File: config.mk
export PLATFORM = sky130hd
export DESIGN_NAME = tap_controller_flat
export DESIGN_NICKNAME = d
export VERILOG_FILES = /design/src/rtl/tap_controller_if.sv /design/src/rtl/tap_controller.sv /design/src/flat_wrapper.sv
export SDC_FILE = /design/constraint.sdc
export NUM_CORES = 1
export LEC_CHECK = 0
export ABC_AREA = 1
export ABC_CLOCK_PERIOD_IN_PS = 1900
export CAP_MARGIN = 0
export CORE_ASPECT_RATIO = 0.8
export CORE_UTILIZATION = 36
export CTS_CLUSTER_DIAMETER = 200
export DETAILED_ROUTE_END_ITERATION = 6
export PLACE_DENSITY = 0.64
export SYNTH_ARGS = -nofsm -noshare
export SYNTH_HDL_FRONTEND = slang
export SYNTH_SLANG_ARGS = --single-unit
export TNS_END_PERCENT = 30
File: constraint.sdc
create_clock -name TCK -period 1.9 [get_ports TCK]
set_clock_uncertainty 0.15 [all_clocks]
set_input_delay 0.475 -clock TCK [delete_from_list [all_inputs] [get_ports TCK]]
set_output_delay 0.475 -clock TCK [all_outputs]
set_load 0.1 [all_outputs]
File: src/rtl/tap_controller_if.sv
// JTAG-side and data-register-side signals of the TAP controller, bundled as one port.
// The controller takes the slave view; a board-level driver or bench takes the master view.
interface tap_controller_if #(
  parameter int IR_Length = 4
);
  logic                 TMS;
  logic                 TDI;
  logic                 TDO;
  logic                 TDO_EN;
  logic                 tdr_tdo;
  logic                 tdr_select;
  logic                 Capture_DR;
  logic                 Shift_DR;
  logic                 Update_DR;
  logic [IR_Length-1:0] IR_OUT;
  logic [3:0]           tap_state;

  modport slave (
    input  TMS, TDI, tdr_tdo,
    output TDO, TDO_EN, tdr_select, Capture_DR, Shift_DR, Update_DR, IR_OUT, tap_state
  );

  modport master (
    output TMS, TDI, tdr_tdo,
    input  TDO, TDO_EN, tdr_select, Capture_DR, Shift_DR, Update_DR, IR_OUT, tap_state
  );
endinterface

File: src/rtl/tap_controller.sv
// IEEE 1149.1 TAP controller: 16-state FSM, instruction register, bypass register,
// and strobes/select for one external user data register.
module tap_controller #(
  parameter int                   IR_Length     = 4,
  parameter logic [IR_Length-1:0] USER_OPCODE   = 4'b0010,
  parameter logic [IR_Length-1:0] BYPASS_OPCODE = {IR_Length{1'b1}}
) (
  input  logic              TCK,
  input  logic              TRST_N,
  tap_controller_if.slave   jtag
);

  typedef enum logic [3:0] {
    TLR    = 4'd0,
    RTI    = 4'd1,
    SEL_DR = 4'd2,
    CAP_DR = 4'd3,
    SH_DR  = 4'd4,
    EX1_DR = 4'd5,
    PAU_DR = 4'd6,
    EX2_DR = 4'd7,
    UPD_DR = 4'd8,
    SEL_IR = 4'd9,
    CAP_IR = 4'd10,
    SH_IR  = 4'd11,
    EX1_IR = 4'd12,
    PAU_IR = 4'd13,
    EX2_IR = 4'd14,
    UPD_IR = 4'd15
  } state_t;

  state_t               state;
  logic [IR_Length-1:0] ir_shift;
  logic [IR_Length-1:0] ir_out;
  logic                 bypass_q;
  logic                 sel_user;

  // State register and next-state table, advanced by TMS on every TCK rising edge.
  always_ff @(posedge TCK or negedge TRST_N) begin
    if (!TRST_N) begin
      state <= TLR;
    end else begin
      case (state)
        TLR:     state <= jtag.TMS ? TLR    : RTI;
        RTI:     state <= jtag.TMS ? SEL_DR : RTI;
        SEL_DR:  state <= jtag.TMS ? SEL_IR : CAP_DR;
        CAP_DR:  state <= jtag.TMS ? EX1_DR : SH_DR;
        SH_DR:   state <= jtag.TMS ? EX1_DR : SH_DR;
        EX1_DR:  state <= jtag.TMS ? UPD_DR : PAU_DR;
        PAU_DR:  state <= jtag.TMS ? EX2_DR : PAU_DR;
        EX2_DR:  state <= jtag.TMS ? UPD_DR : SH_DR;
        UPD_DR:  state <= jtag.TMS ? SEL_DR : RTI;
        SEL_IR:  state <= jtag.TMS ? TLR    : CAP_IR;
        CAP_IR:  state <= jtag.TMS ? EX1_IR : SH_IR;
        SH_IR:   state <= jtag.TMS ? EX1_IR : SH_IR;
        EX1_IR:  state <= jtag.TMS ? UPD_IR : PAU_IR;
        PAU_IR:  state <= jtag.TMS ? EX2_IR : PAU_IR;
        EX2_IR:  state <= jtag.TMS ? UPD_IR : SH_IR;
        UPD_IR:  state <= jtag.TMS ? SEL_DR : RTI;
        default: state <= TLR;
      endcase
    end
  end

  // Instruction path: capture pattern 0..01 makes the IR chain length visible on TDO.
  always_ff @(posedge TCK or negedge TRST_N) begin
    if (!TRST_N) begin
      ir_shift <= '0;
      ir_out   <= BYPASS_OPCODE;
    end else begin
      case (state)
        CAP_IR:  ir_shift <= IR_Length'(2'b01);
        SH_IR:   ir_shift <= {ir_shift[IR_Length-2:0], jtag.TDI};
        default: ir_shift <= ir_shift;
      endcase
      if (state == UPD_IR)
        ir_out <= ir_shift;
      else if (state == TLR)
        ir_out <= BYPASS_OPCODE;
    end
  end

  assign sel_user = (ir_out == USER_OPCODE);

  // Bypass is only clocked while the user register is not selected; pause states hold it.
  always_ff @(posedge TCK or negedge TRST_N) begin
    if (!TRST_N) begin
      bypass_q <= 1'b0;
    end else if (!sel_user) begin
      if (state == CAP_DR)
        bypass_q <= 1'b0;
      else if (state == SH_DR)
        bypass_q <= jtag.TDI;
    end
  end

  always_comb begin
    jtag.TDO    = 1'b0;
    jtag.TDO_EN = 1'b0;
    if (state == SH_IR) begin
      jtag.TDO    = ir_shift[IR_Length-1];
      jtag.TDO_EN = 1'b1;
    end else if (state == SH_DR) begin
      jtag.TDO    = sel_user ? jtag.tdr_tdo : bypass_q;
      jtag.TDO_EN = 1'b1;
    end
  end

  assign jtag.Capture_DR = (state == CAP_DR);
  assign jtag.Shift_DR   = (state == SH_DR);
  assign jtag.Update_DR  = (state == UPD_DR);
  assign jtag.tdr_select = sel_user;
  assign jtag.IR_OUT     = ir_out;
  assign jtag.tap_state  = state;

endmodule

File: src/flat_wrapper.sv
// flat-port wrapper written by rule: the top's interface ports become plain ports
module tap_controller_flat 
#(
  parameter int                   IR_Length     = 4,
  parameter logic [IR_Length-1:0] USER_OPCODE   = 4'b0010,
  parameter logic [IR_Length-1:0] BYPASS_OPCODE = {IR_Length{1'b1}}
)
  (TCK, TRST_N, jtag_TMS, jtag_TDI, jtag_tdr_tdo, jtag_TDO, jtag_TDO_EN, jtag_tdr_select, jtag_Capture_DR, jtag_Shift_DR, jtag_Update_DR, jtag_IR_OUT, jtag_tap_state);
  tap_controller_if #(.IR_Length(IR_Length)) jtag_i ();
  input  logic TCK;
  input  logic TRST_N;
  input wire logic [$bits(jtag_i.TMS)-1:0] jtag_TMS;
  input wire logic [$bits(jtag_i.TDI)-1:0] jtag_TDI;
  input wire logic [$bits(jtag_i.tdr_tdo)-1:0] jtag_tdr_tdo;
  output wire logic [$bits(jtag_i.TDO)-1:0] jtag_TDO;
  output wire logic [$bits(jtag_i.TDO_EN)-1:0] jtag_TDO_EN;
  output wire logic [$bits(jtag_i.tdr_select)-1:0] jtag_tdr_select;
  output wire logic [$bits(jtag_i.Capture_DR)-1:0] jtag_Capture_DR;
  output wire logic [$bits(jtag_i.Shift_DR)-1:0] jtag_Shift_DR;
  output wire logic [$bits(jtag_i.Update_DR)-1:0] jtag_Update_DR;
  output wire logic [$bits(jtag_i.IR_OUT)-1:0] jtag_IR_OUT;
  output wire logic [$bits(jtag_i.tap_state)-1:0] jtag_tap_state;
  assign jtag_i.TMS = jtag_TMS;
  assign jtag_i.TDI = jtag_TDI;
  assign jtag_i.tdr_tdo = jtag_tdr_tdo;
  assign jtag_TDO = jtag_i.TDO;
  assign jtag_TDO_EN = jtag_i.TDO_EN;
  assign jtag_tdr_select = jtag_i.tdr_select;
  assign jtag_Capture_DR = jtag_i.Capture_DR;
  assign jtag_Shift_DR = jtag_i.Shift_DR;
  assign jtag_Update_DR = jtag_i.Update_DR;
  assign jtag_IR_OUT = jtag_i.IR_OUT;
  assign jtag_tap_state = jtag_i.tap_state;
  tap_controller #(.IR_Length(IR_Length), .USER_OPCODE(USER_OPCODE), .BYPASS_OPCODE(BYPASS_OPCODE)) u_core (.TCK(TCK), .TRST_N(TRST_N), .jtag(jtag_i));
endmodule
# [Word level (Yosys, flattened, before mapping)]
# Cells that the tools add are included.
# Widths: inputs -> output; s select.
[classes] muxes=23 eq_ne=16 reduce_logical=8 bitwise=1
[ops] cell="$pmux 4 s12" count=1
[ops] cell="$eq 4x4->1 const B" count=8
[ops] cell="$mux 4" count=6
[ops] cell="$eq 4x3->1 const B" count=4
[ops] cell="$eq 4x2->1 const B" count=3
[ops] cell="$mux 1" count=10
[ops] cell="$pmux 4 s2" count=1
[ops] cell="$mux 2" count=3
[ops] cell="$mux 3" count=2
[ops] cell="$reduce_bool 2->1" count=3
[ops] cell="$eq 4x1->1 const B" count=1
[ops] cell="$logic_not 4->1" count=1
[ops] cell="$reduce_or 2->1" count=2
[ops] cell="$reduce_or 3->1" count=1
[ops] cell="$reduce_and 2->1" count=1
[ops] cell="$not 1->1" count=1
[word_totals] output_inout_bits=14 word_cells=52 register_bits=13 input_bits=5

# [Depth between registers and ports, before layout]
# Gate-level depths: netlist of the first run.
[logic_depth] depth_word=4 ltp_mapped=8 ltp_nobuf=7

# [Worst setup path before layout of the first run]
# OpenSTA, ideal clock, no wires.
[synth_timing] path_kind="reg2out" startpoint="register u_core.state[2], in the netlist u_core.jtag.tap_state[2]" endpoint="output port jtag_TDO" path_stages_with_launch=7 required_ns=1.275 setup_slack_ns=-1.433 arrival_time_ns=2.708 path_buffers=0 cell_sequence="dfrtp_1 -> inv_2 -> nor2_2 -> nand2_2 -> inv_2 -> o21ai_1 -> o21ai_2"
[synth_via] elab_chain_len=3 elab_cells_between_ends=4 classes_between="eq/ne (2); mux (2)"
[synth_lines] item="start, declared" line_no="tap_controller.sv:32" source="state_t state;"
[synth_lines] item="start signal, assigned" line_no="tap_controller.sv:44" source="TLR: state <= jtag.TMS ? TLR : RTI;"
[synth_lines] item="start signal, assigned" line_no="tap_controller.sv:45" source="RTI: state <= jtag.TMS ? SEL_DR : RTI;"
[synth_lines] item="start signal, assigned" line_no="tap_controller.sv:46" source="SEL_DR: state <= jtag.TMS ? SEL_IR : CAP_DR;"
[synth_lines] item="$eq 4x3->1"
[synth_lines] item="net jtag_Shift_DR" line_no="flat_wrapper.sv:19" source="output wire logic [$bits(jtag_i.Shift_DR)-1:0] jtag_Shift_DR;"
[synth_lines] item="$mux 1" line_no="tap_controller.sv:103" source="end else if (state == SH_DR) begin"
[synth_lines] item="$mux 1" line_no="tap_controller.sv:100" source="if (state == SH_IR) begin"
[synth_lines] item="end, declared" line_no="flat_wrapper.sv:15" source="output wire logic [$bits(jtag_i.TDO)-1:0] jtag_TDO;"
# The timed path passes the listed nets, and every way through them passes these cells.

# [Final worst setup path of the first run]
[layout_timing] startpoint="register u_core.state[2], in the netlist u_core.jtag.tap_state[2]" endpoint="output port jtag_Capture_DR"
[layout_via] elab_chain_len=1
[layout_lines] item="$eq 4x2->1" line_no="tap_controller.sv:109" source="assign jtag.Capture_DR = (state == CAP_DR);"
[layout_lines] item="end, declared" line_no="flat_wrapper.sv:18" source="output wire logic [$bits(jtag_i.Capture_DR)-1:0] jtag_Capture_DR;"
# Every way passes these cells.

==> out/results.txt, run 1 <==
drt drc = 0
sequential fraction of the synthesis area = 43.6%
capturing element type of the critical path = primary output
cells on worst reg2reg path = 8
crit start category = register
Reg2Reg Setup Slack = 0.29 ns
clock share of power = 6.7%
weighted congestion at the end of routability-driven global placement = 0.864
Min-Delay Path Class = in -> async
endpoint of the worst register-to-register path = u_core.jtag.IR_OUT[2]$_DFFE_PN1P_
largest net degree at the start of global routing = 14
die footprint = 2290 um2
per-instance average area after synthesis = 7.42 um2
wire length of the first global-routing pass = 3.66 mm
H-tree depth reported by CTS = 1
Longest Clk Path Bufs = 2
Mapped Area = 757 um2
number of slew-limit violations in the final report = 0
Via density = 5.22
count of input and output buffers = 18
ANT cells = 0
Congestion Overflow GR = 0
initial antenna violation count = 0
required arrival time at the worst endpoint = 1.27 ns
worst stage delay on the critical path = 0.51 ns
slowest stage cell on the critical path = dfrtp_4
number of vias after detailed routing = 856
global routing usage on met3 = 6.09%
Post-Syn Nets = 107
total of max-cap violations = 0
commonest non-fill, non-tap cell in the layout = nand2_1
RSZ-0062 raised after global routing = true
die height = 43.0 um
Final setup violation count = 6
HPWL after detailed placement = 1.69 mm
TritonCTS clock tree = yes
clock net sink count = 13
area of the core = 1930 um2
via count of the first global-routing pass = 803
Synth Warn # = 0
Worst Setup Path Type = reg -> out
data arrival at the endpoint of the critical path = 1.52 ns
period utilization = 113%
number of hold violations in the final report = 0
fin crit period = 2.14 ns
number of placement rows = 14
sum of negative setup slack = -1.07 ns
net switching power of the design = 1.44 mW
effective utilization at floorplan = 39.3%
PD cells = 1880 nW/um2
Synth Instances = 102
library cells used by synthesis = 21
I/O pin count = 19
Chip Width = 53.3 um
clock latency of the later-clocked register in the worst-skew pair = 0.29 ns
largest vdd supply drop = 1.61 mV
Reg power frac = 20.8%
clock buffers created by TritonCTS = 3
actual transition at the worst max-transition pin = 0.223 ns
final antenna-violating net count = 0
leading cell types in the layout, fill and taps excluded = nand2_1, buf_4, buf_12
number of instances in the placed design = 158
wirelength, routed = 2.25 mm
clock-pin slew on the worst setup and hold paths = 0.08 ns
Lkg Pwr = 0.639 nW
share of post-route cells with drive strength above 1 = 49.3%
routed wire length per instance = 13.7 um
violation count after the first detailed-routing iteration = 40
area delta synth->final = 85.5%
GRT Overall Usage = 23.1%
Internal Power = 1.21 mW
setup slack after layout = -0.242 ns
Final Util = 72.9%
cell-by-cell listing of the critical path = buf_4 -> buf_6 -> nor2_4 -> nand2_4 -> clkinvlp_4 -> buf_12
M1 GR Usage = 31.9%
buffer type at the clock tree root = clkbuf_4
FF+latch count, synth = 13
highest-utilization routing layer at the global route stage = met2
met2 Use GR = 32.0%
number of buffers inserted by hold repair at cts = 0
worst flop-to-flop path startpoint = u_core.jtag.tap_state[2]$_DFF_PN0_
Worst Path Max Fanout = 5
first-pass iteration count of the detailed router = 5
Post-Layout Cell Count = 164
violated checks = setup timing
Slew headroom = 85.0%
number of nets at the end of the flow = 146
highest attainable clock frequency = 0.467 GHz
result of the run = complete, but fails checks
combinational power share = 72.5%
switching power share of the total = 54.3%
==> worst max path at each step <==
stage,startpoint,to
floorplan,u_core.jtag.IR_OUT[2]$_DFFE_PN1P_,jtag_TDO
global placement,jtag_tdr_tdo,jtag_TDO
detailed placement,jtag_tdr_tdo,jtag_TDO
CTS,u_core.jtag.IR_OUT[2]$_DFFE_PN1P_,jtag_TDO
global route,u_core.jtag.IR_OUT[1]$_DFFE_PN1P_,jtag_TDO
finish,u_core.jtag.tap_state[2]$_DFF_PN0_,jtag_Capture_DR
==> sequential cells by signal, summed over array words and instances, names as in the netlist <==
name,flops
u_core.ir_shift,4
u_core.bypass_q,1
u_core.jtag.tap_state,4
u_core.jtag.IR_OUT,4
==> through the flow <==
step / hold slack [ns] / power [mW] / setup slack (ns) / cell area (um2)
6_report: 0.330 / 2.65 / -0.242 / 1400
3_5_place_dp: 0.360 / 2.35 / -0.134 / 1310
5_1_grt: 0.346 / 2.76 / -0.291 / 1400
4_1_cts: 0.331 / 2.61 / -0.255 / 1390
3_3_place_gp: 0.350 / 2.32 / -0.121 / 1310
2_1_floorplan: 0.0294 / 1.69 / -0.638 / 857
==> Yosys cell counts (all sizes together) <==
cell    count  area [um2]
clkinv      1        5.00
inv        16        60.1
buf         1        7.51
o22ai       2        12.5
nand3      10        50.1
dfrtp       9         225
a211oi      1        7.51
nor2       12        55.1
o21ai      12        63.8
o21bai      2        15.0
nand2      28         118
dfstp       4         105
nand4       1        6.26
o22a        3        26.3
==> cell type report <==
type,instances,area [um2]
clock buffers,3,22.5
clock inverters,1,5.00
fillers,129,523
inverters,17,88.8
multi-input cells,71,438
flip-flops and latches,13,360
well taps,24,30.0
repair buffers,35,459
==> power groups by stage <==
stage / Combinational [mW] / Clock [mW] / Sequential, mW
floorplan: 0.725 / 0 / 0.963
global placement: 1.79 / 0 / 0.530
detailed placement: 1.81 / 0 / 0.540
CTS: 1.88 / 0.180 / 0.548
global route: 2.00 / 0.191 / 0.563
finish: 1.92 / 0.178 / 0.550
==> routing by layer <==
layer | wire length [um] | vias to the layer above
li1 | - | 410
met4 | 74 | 0
met5 | 0 | -
met2 | 994 | 43
met1 | 1030 | 393
met3 | 151 | 10
==> worst max-delay path: cells and delay by family, from the launching register on <==
family	cells	cell delay [ns]
flip-flops	1	0.51
buffers and inverters	4	0.53
AND/OR/NAND/NOR	2	0.19
==> what timing repair did <==
action / 4_1_cts / 5_1_grt
gates resized for setup: 13 / 2
buffers inserted: 1 / 1
gates cloned: 0 / 0
setup endpoints to repair: 6 / 6
pin swaps: 3 / 6
==> cell families (layout without fill, tap and decap cells) <==
family	after synthesis	after routing	synth area share [%]
AOI/OAI and AO/OA	20	20	16.5
buffers and inverters	18	56	9.59
and+or+nand+nor	51	51	30.2
DFF	13	13	43.6
Power figures use the tool's default switching activity.
==> run 2: changes to the inputs <==
- CAP_MARGIN: 0 -> unset
==> results of run 2 <==
The final DEF is identical to that of run 1; final timing and power are the same.
